[src/rtl/prism_cfg_sequencer.sv]
// Configuration loader and debug-port owner for the PRISM controller.
// Stages (addr, data) pairs, then on commit holds PRISM in debug reset,
// streams the words out, optionally reads each back, and enables the FSM.
module prism_cfg_sequencer #(
  parameter int unsigned FIFO_DEPTH = 8,
  parameter int unsigned RST_CYCLES = 4,
  parameter int unsigned VERIFY_EN  = 1
) (
  input  logic                          clk,
  input  logic                          rst_n,
  input  logic                          push_valid,
  output logic                          push_ready,
  input  logic [5:0]                    push_addr,
  input  logic [31:0]                   push_data,
  input  logic                          commit,
  input  logic                          abort,
  output logic                          busy,
  output logic                          done,
  output logic                          error,
  output logic [$clog2(FIFO_DEPTH):0]   fill,
  output logic                          dbg_reset,
  output logic                          fsm_enable,
  output logic [5:0]                    dbg_addr,
  output logic                          dbg_wr,
  output logic [31:0]                   dbg_wdata,
  input  logic [31:0]                   dbg_rdata
);

  localparam int unsigned AW    = $clog2(FIFO_DEPTH);
  localparam int unsigned FW    = AW + 1;
  localparam int unsigned CNT_W = 4;
  localparam logic [FW-1:0] DEPTH_F = FW'(FIFO_DEPTH);

  typedef enum logic [2:0] {
    S_IDLE, S_RESET, S_WRITE, S_VERIFY, S_ENABLE, S_ERR
  } state_t;

  state_t            state, state_nxt;
  logic [CNT_W-1:0]  cnt, cnt_nxt;
  logic [AW-1:0]     rd_ptr, rd_ptr_nxt, wr_ptr, wr_ptr_nxt;
  logic [FW-1:0]     fill_nxt, fill_eff;
  logic [5:0]        addr_mem [FIFO_DEPTH];
  logic [31:0]       data_mem [FIFO_DEPTH];
  logic              push_fire, pop, flush;
  logic              push_ready_d, busy_d, done_d, error_d;
  logic              dbg_reset_d, fsm_enable_d, dbg_wr_d;
  logic [5:0]        dbg_addr_d;
  logic [31:0]       dbg_wdata_d;

  assign push_fire = push_valid && push_ready;

  // Staging storage; no reset needed, occupancy is tracked by pointers
  always_ff @(posedge clk) begin
    if (push_fire) begin
      addr_mem[wr_ptr] <= push_addr;
      data_mem[wr_ptr] <= push_data;
    end
  end

  // Next-state, FIFO pointer and registered-output decode
  always_comb begin
    state_nxt    = state;
    cnt_nxt      = cnt;
    pop          = 1'b0;
    flush        = 1'b0;
    done_d       = 1'b0;
    dbg_wr_d     = 1'b0;
    error_d      = error;
    dbg_reset_d  = dbg_reset;
    fsm_enable_d = fsm_enable;
    dbg_addr_d   = dbg_addr;
    dbg_wdata_d  = dbg_wdata;
    fill_eff     = fill + FW'(push_fire);

    case (state)
      S_IDLE: begin
        if (commit && (fill_eff != '0)) begin
          state_nxt    = S_RESET;
          cnt_nxt      = CNT_W'(RST_CYCLES);
          dbg_reset_d  = 1'b1;
          fsm_enable_d = 1'b0;
        end
      end
      S_RESET: begin
        cnt_nxt = cnt - CNT_W'(1);
        if (cnt == CNT_W'(1)) state_nxt = S_WRITE;
      end
      S_WRITE: begin
        if (VERIFY_EN != 0) begin
          state_nxt = S_VERIFY;
        end else begin
          pop       = 1'b1;
          state_nxt = (fill > FW'(1)) ? S_WRITE : S_ENABLE;
        end
      end
      S_VERIFY: begin
        if (dbg_rdata == data_mem[rd_ptr]) begin
          pop       = 1'b1;
          state_nxt = (fill > FW'(1)) ? S_WRITE : S_ENABLE;
        end else begin
          state_nxt = S_ERR;
          error_d   = 1'b1;
        end
      end
      S_ENABLE: state_nxt = S_IDLE;
      S_ERR:    state_nxt = S_ERR;
      default:  state_nxt = S_IDLE;
    endcase

    // Abort overrides everything, including a same-cycle commit
    if (abort) begin
      state_nxt    = S_IDLE;
      flush        = 1'b1;
      pop          = 1'b0;
      error_d      = 1'b0;
      dbg_reset_d  = 1'b0;
      fsm_enable_d = 1'b0;
      dbg_addr_d   = '0;
      dbg_wdata_d  = '0;
    end

    rd_ptr_nxt = flush ? '0 : (pop ? rd_ptr + AW'(1) : rd_ptr);
    wr_ptr_nxt = flush ? '0 : (push_fire ? wr_ptr + AW'(1) : wr_ptr);
    fill_nxt   = flush ? '0 : fill + FW'(push_fire) - FW'(pop);

    // Debug port drive follows the state being entered
    if (state_nxt == S_WRITE) begin
      dbg_wr_d    = 1'b1;
      dbg_addr_d  = addr_mem[rd_ptr_nxt];
      dbg_wdata_d = data_mem[rd_ptr_nxt];
    end
    if (state_nxt == S_ENABLE) begin
      dbg_reset_d  = 1'b0;
      fsm_enable_d = 1'b1;
      done_d       = 1'b1;
    end

    busy_d       = (state_nxt != S_IDLE) && (state_nxt != S_ERR);
    push_ready_d = (state_nxt == S_IDLE) && (fill_nxt < DEPTH_F);
  end

  // State, FIFO bookkeeping and output registers
  always_ff @(posedge clk or negedge rst_n) begin
    if (!rst_n) begin
      state      <= S_IDLE;
      cnt        <= '0;
      rd_ptr     <= '0;
      wr_ptr     <= '0;
      fill       <= '0;
      push_ready <= 1'b1;
      busy       <= 1'b0;
      done       <= 1'b0;
      error      <= 1'b0;
      dbg_reset  <= 1'b0;
      fsm_enable <= 1'b0;
      dbg_wr     <= 1'b0;
      dbg_addr   <= '0;
      dbg_wdata  <= '0;
    end else begin
      state      <= state_nxt;
      cnt        <= cnt_nxt;
      rd_ptr     <= rd_ptr_nxt;
      wr_ptr     <= wr_ptr_nxt;
      fill       <= fill_nxt;
      push_ready <= push_ready_d;
      busy       <= busy_d;
      done       <= done_d;
      error      <= error_d;
      dbg_reset  <= dbg_reset_d;
      fsm_enable <= fsm_enable_d;
      dbg_wr     <= dbg_wr_d;
      dbg_addr   <= dbg_addr_d;
      dbg_wdata  <= dbg_wdata_d;
    end
  end

endmodule

[config.mk]
export PLATFORM = sky130hd
export DESIGN_NAME = prism_cfg_sequencer
export DESIGN_NICKNAME = d
export VERILOG_FILES = /design/src/rtl/prism_cfg_sequencer.sv
export SDC_FILE = /design/constraint.sdc
export NUM_CORES = 1
export LEC_CHECK = 0
export CAP_MARGIN = 20
export CELL_PAD_IN_SITES_DETAIL_PLACEMENT = 2
export CELL_PAD_IN_SITES_GLOBAL_PLACEMENT = 2
export CORE_MARGIN = 2
export CORE_UTILIZATION = 46
export DETAILED_ROUTE_END_ITERATION = 16
export PLACE_DENSITY = 0.82
export SLEW_MARGIN = 20
export SYNTH_ARGS = -nofsm -noshare
export SYNTH_HDL_FRONTEND = slang
export SYNTH_SLANG_ARGS = --single-unit
[constraint.sdc]
create_clock -name clk -period 6.6 [get_ports clk]
set_input_delay 1.32 -clock clk [delete_from_list [all_inputs] [get_ports clk]]
set_output_delay 1.32 -clock clk [all_outputs]
set_load 0.02 [all_outputs]
==> results.yml, run 1 <==
cts:
  clock-root-buffer: "clkbuf_16"
  clock-sinks: 366
  clk_path_buf_depth: 3
  numCtsBuffers: 41
  cts_resized: 0
  post-cts-setup-buffer-count: 0
  clk_pin_slew_ps: 60
  insertion_delay_ps: 590
  cts_hold_buf: 0
  h-tree-depth: 2
  cts_tree: "yes"
cells_and_area:
  ff_latch_area_sq_um: 10700
  nFillCells: 3388
  syn_to_final_growth_pct: 17.5
  nets: 1430
  multi_input_area_sq_um: 6410
  drive_above_1_share_pct: 11.8
  design_area_sq_um: 20600
  diodes: 0
  final_core_util_pct: 54.8
synthesis:
  ys_ff_latch: 366
  yosysSeqAreaShare_pct: 60.9
  yosysTopAreaCell: "edfxtp_1"
  yosysWarnings: 0
  yosys.area.top_type_share_pct: 52.1
  synth_area_sq_um: 17500
  synthFlopType: "edfxtp_1"
  syn_inst: 1244
  yosysUniqueCellTypes: 60
  async_flop_share_pct: 16.9
  synth_nets: 1327
  avgSynthCellArea_sq_um: 14.1
  yosys-top-cells-area: "edfxtp_1, mux2i_1, dfrtp_1, mux4_2, a21oi_1"
  synth_edf_count: 304
routing:
  routedWlPerCell_um: 33.1
  firstDrtPassIters: 8
  ant_nets: 0
  via_count: 12400
  vias_per_cell: 6.55
  route.detailed.drc: 0
  drtIter0Drc: 1039
  finalWirelength_um: 62500
timing:
  report.final.setup_viol: 0
  fmax_ghz: 0.163
  slew_headroom_pct: 24.8
  fin_crit_ps: 6150
  hold_ws_ps: 507
  setup_tns_ps: 0
  final_hold_viol_count: 0
  fin_skew_ps: 32.1
  final-max-slew-violation-count: 0
  rsz0062_at_grt: "no"
  period_share_pct: 93.1
  worstMarginPinSlew_ps: 1130
setup_path:
  path_max_fanout: 87
  crit_end: "dbg_wdata[1]"
  r2r.worst_path.cells: 13
  worstReg2RegEnd: "dbg_wdata[1]"
  cp-start-kind: "flop"
  cp-startpoint: "rd_ptr[0]"
  rrSetupSlack_ps: 450
  end_kind: "flop"
  crit_type: "flop to flop"
  r2r-start: "rd_ptr[0]"
  cp.required_ps: 7090
  critPathArrivalTime_ps: 6640
floorplan:
  die_y_um: 199
  start_util_pct: 46.7
  die_area_sq_um: 39700
  core_area_sq_um: 37600
  chipWidth_um: 199
  num_rows: 71
  ios: 124
placed_design:
  dpl_cell_area_sq_um: 19300
  gp_congestion: 0.767
  io_buffers: 123
  hpwl_um: 35900
power:
  ir_drop_mv: 0.246
  power.density_nw_per_um2: 270
  total_power_w: 0.00557
  leakage_nw: 7.21
global_route:
  grt_max_degree: 88
  antenna_found_initial: 1
  grt_use_total_pct: 32.2
  grt_pass1_wl_um: 91500
  gr-total-overflow: 0
  grt_pass1_vias: 13700
hold_path:
  min_from: "cnt[3]"
  hold_path_class: "flop to flop"
  whs_path_depth: 1
status:
  status: "completed"
flow_run:
  maxCapViolCount: 0
synthesized netlist by cell type (18+ instances only):
library cell / n
a22oi_1: 32
edfxtp_1: 304
a211oi_1: 38
nor2_1: 44
dfrtp_1: 61
a21boi_0: 18
a32o_1: 32
clkbuf_1: 51
mux4_2: 32
nand2_1: 71
buf_2: 20
and2_1: 19
a21oi_1: 70
mux2i_1: 207
a31oi_1: 20
xor2_1: 18
a221o_1: 28
per-stage QoR:
step / std cells / worst slack [ps]
6_report: 1890 / 452
5_1_grt: 1890 / 312
4_1_cts: 1890 / 673
3_5_place_dp: 1815 / 673
3_3_place_gp: 1815 / 893
2_1_floorplan: 1244 / 1790
state kept, by name (all words and copies together), names as in the netlist, 4 cells and up:
| register | count |
|---|---|
| dbg_addr | 6 |
| fill | 4 |
| dbg_wdata | 32 |
| addr_mem | 48 |
| data_mem | 256 |
| cnt | 4 |
per-layer routing:
metal | part of all wire, % | vias to the layer above | track usage [%]
met3 | 6.3 | 160 | 5.57
met2 | 50 | 554 | 55.1
met1 | 39 | 6512 | 39.9
met4 | 4.2 | 2 | 14.7
li1 | - | 5158 | -
met5 | 0.030 | - | 0
layout make-up:
class	instances	area share [%]
timing repair buffer	154	7.25
multi-input combinational	774	31.1
clock inverter	24	1.11
tap	511	3.10
sequential	366	51.9
clock buffer	51	5.31
inverter	10	0.207
cell usage in the layout (no fill, tap or decap), drive strengths merged, types with 6 or more instances in the layout:
cell type | synthesis | layout
xor2 | 18 | 18
nand3 | 9 | 9
a211oi | 38 | 38
nor3 | 9 | 9
clkbuf | 51 | 51
o22ai | 10 | 10
mux4 | 32 | 32
dfrtp | 61 | 61
a221o | 28 | 28
nor2 | 46 | 46
clkdlybuf4s50 | 0 | 121
nand2 | 71 | 71
and3 | 16 | 16
and2 | 19 | 19
ha | 8 | 8
a32o | 32 | 32
o21ai | 8 | 8
a22oi | 32 | 32
a211o | 6 | 6
a21oi | 70 | 70
clkinv | 1 | 17
nor2b | 7 | 7
o31a | 15 | 15
or2 | 6 | 6
buf | 43 | 33
a21boi | 18 | 18
inv | 9 | 11
a31oi | 20 | 20
mux2i | 207 | 207
edfxtp | 304 | 304
where the power goes:
group / switching, W / internal [W]
Sequential: 0.0000657 / 0.00263
Combinational: 0.000338 / 0.000197
Clock: 0.00100 / 0.00134
Total: 0.00141 / 0.00416
critical path: stages, from the launching register on:
cell and delay [ps]:
dfrtp_4 1090, buf_12 540, mux2i_1 170, a22oi_1 330, and3_1 210, o22ai_1 100, nor4_2 470, nand4_2 450
o21ai_1 820, o21ai_2 440, nor2_4 630, buf_12 300, a32o_1 240, a221o_1 150
logic make-up (layout without fill, tap and decap cells):
group	after synthesis	in the layout	share of synthesized area, %
XOR/XNOR	22	22	1.10
multiplexers	243	243	16.2
buffers and inverters	104	239	3.06
AO/OA/AOI/OAI	295	295	12.4
adder cells (fa/ha/maj)	8	8	0.571
flip-flops	366	366	60.9
AND/OR/NAND/NOR	206	206	5.76
worst min-delay path by stage:
stage,to,slack [ps]
final,cnt[3],510
after global routing,cnt[3],530
after CTS,cnt[3],520
after detailed placement,cnt[3],490
after global placement,cnt[3],480
after floorplan,cnt[3],450
No activity file was read; power rests on OpenSTA's default activity.
==> run 2, diff against run 1 <==
--- a/config.mk
+++ b/config.mk
@@ -12,6 +12,7 @@
 export CORE_UTILIZATION = 46
 export DETAILED_ROUTE_END_ITERATION = 16
 export PLACE_DENSITY = 0.82
+export SKIP_CTS_REPAIR_TIMING = 1
 export SLEW_MARGIN = 20
 export SYNTH_ARGS = -nofsm -noshare
 export SYNTH_HDL_FRONTEND = slang
==> results of run 2 <==
No change in the layout: final DEF, timing and power equal those of run 1.
==> run 3, diff against run 2 <==
--- a/config.mk
+++ b/config.mk
@@ -11,6 +11,7 @@
 export CORE_MARGIN = 2
 export CORE_UTILIZATION = 46
 export DETAILED_ROUTE_END_ITERATION = 16
+export GPL_TIMING_DRIVEN = 0
 export PLACE_DENSITY = 0.82
 export SKIP_CTS_REPAIR_TIMING = 1
 export SLEW_MARGIN = 20
==> run 3 against run 2 <==
Against the previous run: the run now ends with negative setup slack left; count of clock-buffer cells in the layout rose by 16; highest routed layer is now met4; core utilization grew 1.5 points; largest power group unchanged; non-clock buffer count rose by 88; clock power down 3%; sequential share of layout area shrank 1.4 points; die area did not move; final area grew 2.8%; combinational power is 7.5% higher; critical path depth rose by 3; total power fell by 0.49%; sequential power about the same.
==> results.yml, run 3 (synthesis results as in run 1) <==
cells_and_area:
  fin_cells: 1978
  layout_commonest_cell: "edfxtp_1"
  drive_above_1_share_pct: 12.3
  top_register: "data_mem"
  reg_top3: "data_mem (256), addr_mem (48), dbg_wdata (32)"
  syn_to_final_growth_pct: 20.8
  layout_common_cells: "edfxtp_1, mux2i_1, clkdlybuf4s50_1"
  largest_reg_flops: 256
  nets: 1518
  diodes: 0
placed_design:
  place_ws_ps: -20.0
  hpwl_um: 49100
  placed_cells: 1903
  gp_congestion: 0.887
  io_buffers: 123
setup_path:
  end_kind: "flop"
  crit_path_cell_trace: "buf_6 -> buf_1 -> mux4_2 -> mux2i_1 -> xor2_1 -> nand4_1 -> nor2_1 -> nand4_2 -> nor2_2 -> mux2i_1 -> buf_2 -> buf_2 -> clkdlybuf4s15_1 -> o211ai_1 -> o211ai_1 -> o211ai_1"
  cp-startpoint: "rd_ptr[2]"
  rrSetupSlack_ps: -40
  worstReg2RegEnd: "dbg_addr[2]"
  path_max_fanout: 10
  critPathArrivalTime_ps: 7030
  cp.required_ps: 6990
  crit_type: "flop to flop"
  r2r-start: "rd_ptr[2]"
  crit_top_cell: "o211ai_1"
  cp-start-kind: "flop"
  crit_end: "dbg_addr[2]"
  r2r.worst_path.cells: 16
  crit_slowest_cell: "clkdlybuf4s15_1"
  cp_slowest_stage_delay_ps: 830
timing:
  final-max-slew-violation-count: 0
  fmax_ghz: 0.151
  final_hold_viol_count: 0
  fin_skew_ps: 20.4
  slew_headroom_pct: 16.5
  period_share_pct: 101
  rsz0062_at_grt: "no"
  setup_tns_ps: -36.3
  worst_slack_ps: -36.3
  worstMarginPinSlew_ps: 1250
  report.final.setup_viol: 1
  hold_ws_ps: 507
  fin_crit_ps: 6640
routing:
  via_count: 13600
  finalWirelength_um: 74300
  ant_nets: 0
  route.detailed.drc: 0
  firstDrtPassIters: 5
  vias_per_cell: 6.87
  drtIter0Drc: 1533
  routedWlPerCell_um: 37.6
flow_run:
  maxCapViolCount: 0
floorplan:
  die_y_um: 199
  ios: 124
  num_rows: 71
  die_area_sq_um: 39700
  core_area_sq_um: 37600
  start_util_pct: 46.7
  chipWidth_um: 199
power:
  power.density_nw_per_um2: 262
  ir_drop_mv: 0.206
  total_power_w: 0.00554
  leakage_nw: 7.48
cts:
  cts_tree: "yes"
  insertion_delay_ps: 570
  clock-sinks: 366
  clk_path_buf_depth: 3
  numCtsBuffers: 41
  clk_pin_slew_ps: 60
  clock-root-buffer: "clkbuf_16"
  h-tree-depth: 2
global_route:
  grt_pass1_wl_um: 105000
  grt_max_degree: 33
  grt_pass1_vias: 14700
  grt_use_total_pct: 37.8
  gr-total-overflow: 0
  antenna_found_initial: 0
status:
  status: "finished with violations"
  violations: "negative setup slack"
hold_path:
  hold_path_class: "flop to flop"
## run 3: power by group
| group | switching, W | leakage [nW] | internal [W] |
|---|---|---|---|
| registers | 0.0000703 | 3.61 | 0.00263 |
| logic | 0.000355 | 3.24 | 0.000219 |
| clock network | 0.000962 | 0.632 | 0.00131 |
| total | 0.00139 | 7.48 | 0.00415 |
## run 3: through the flow
| step | instance area (sq um) | util [%] |
|---|---|---|
| 5_1_grt | 21200 | 56.4 |
| 3_3_place_gp | 19400 | 51.6 |
| 6_report | 21200 | 56.4 |
| 3_5_place_dp | 19900 | 52.9 |
| 2_1_floorplan | 17500 | - |
| 4_1_cts | 21200 | 56.3 |
## run 3: layer usage
metal	vias up	routed length (um)	global-route usage, %	share of wire (%)
li1	5335	-	-	-
met1	7042	27500	47.2	37
met2	935	35600	62.7	48
met3	283	6570	6.57	8.8
met4	0	4590	21.0	6.2
met5	-	0	0	0
## run 3: worst min-delay path by stage
stage                     depth (start not counted)     endpoint  slack [ps]            from
final                                             1       cnt[3]         510          cnt[3]
after global routing                              1       cnt[3]         510          cnt[3]
after CTS                                         1       cnt[3]         520          cnt[3]
after detailed placement                          1       cnt[3]         500          cnt[3]
after global placement                            2  dbg_addr[0]         480  addr_mem[2][0]
after floorplan                                   1       cnt[3]         450          cnt[3]
## run 3: final cells by class
class,instances,area [sq um]
fill,3395,16400
sequential,366,10700
multi-input combinational,774,6380
timing repair buffer,148,1630
clock buffer,67,1230
tap,511,639
buffer,94,510
clock inverter,8,71.3
inverter,10,42.5
## run 3: critical path: cells and delay by family (launching register included)
family | cells | cell delay [ps]
AO/OA/AOI/OAI | 3 | 580
XOR/XNOR | 1 | 420
buffers and inverters | 5 | 2550
flip-flops | 1 | 360
multiplexers | 3 | 920
AND/OR/NAND/NOR | 4 | 1580
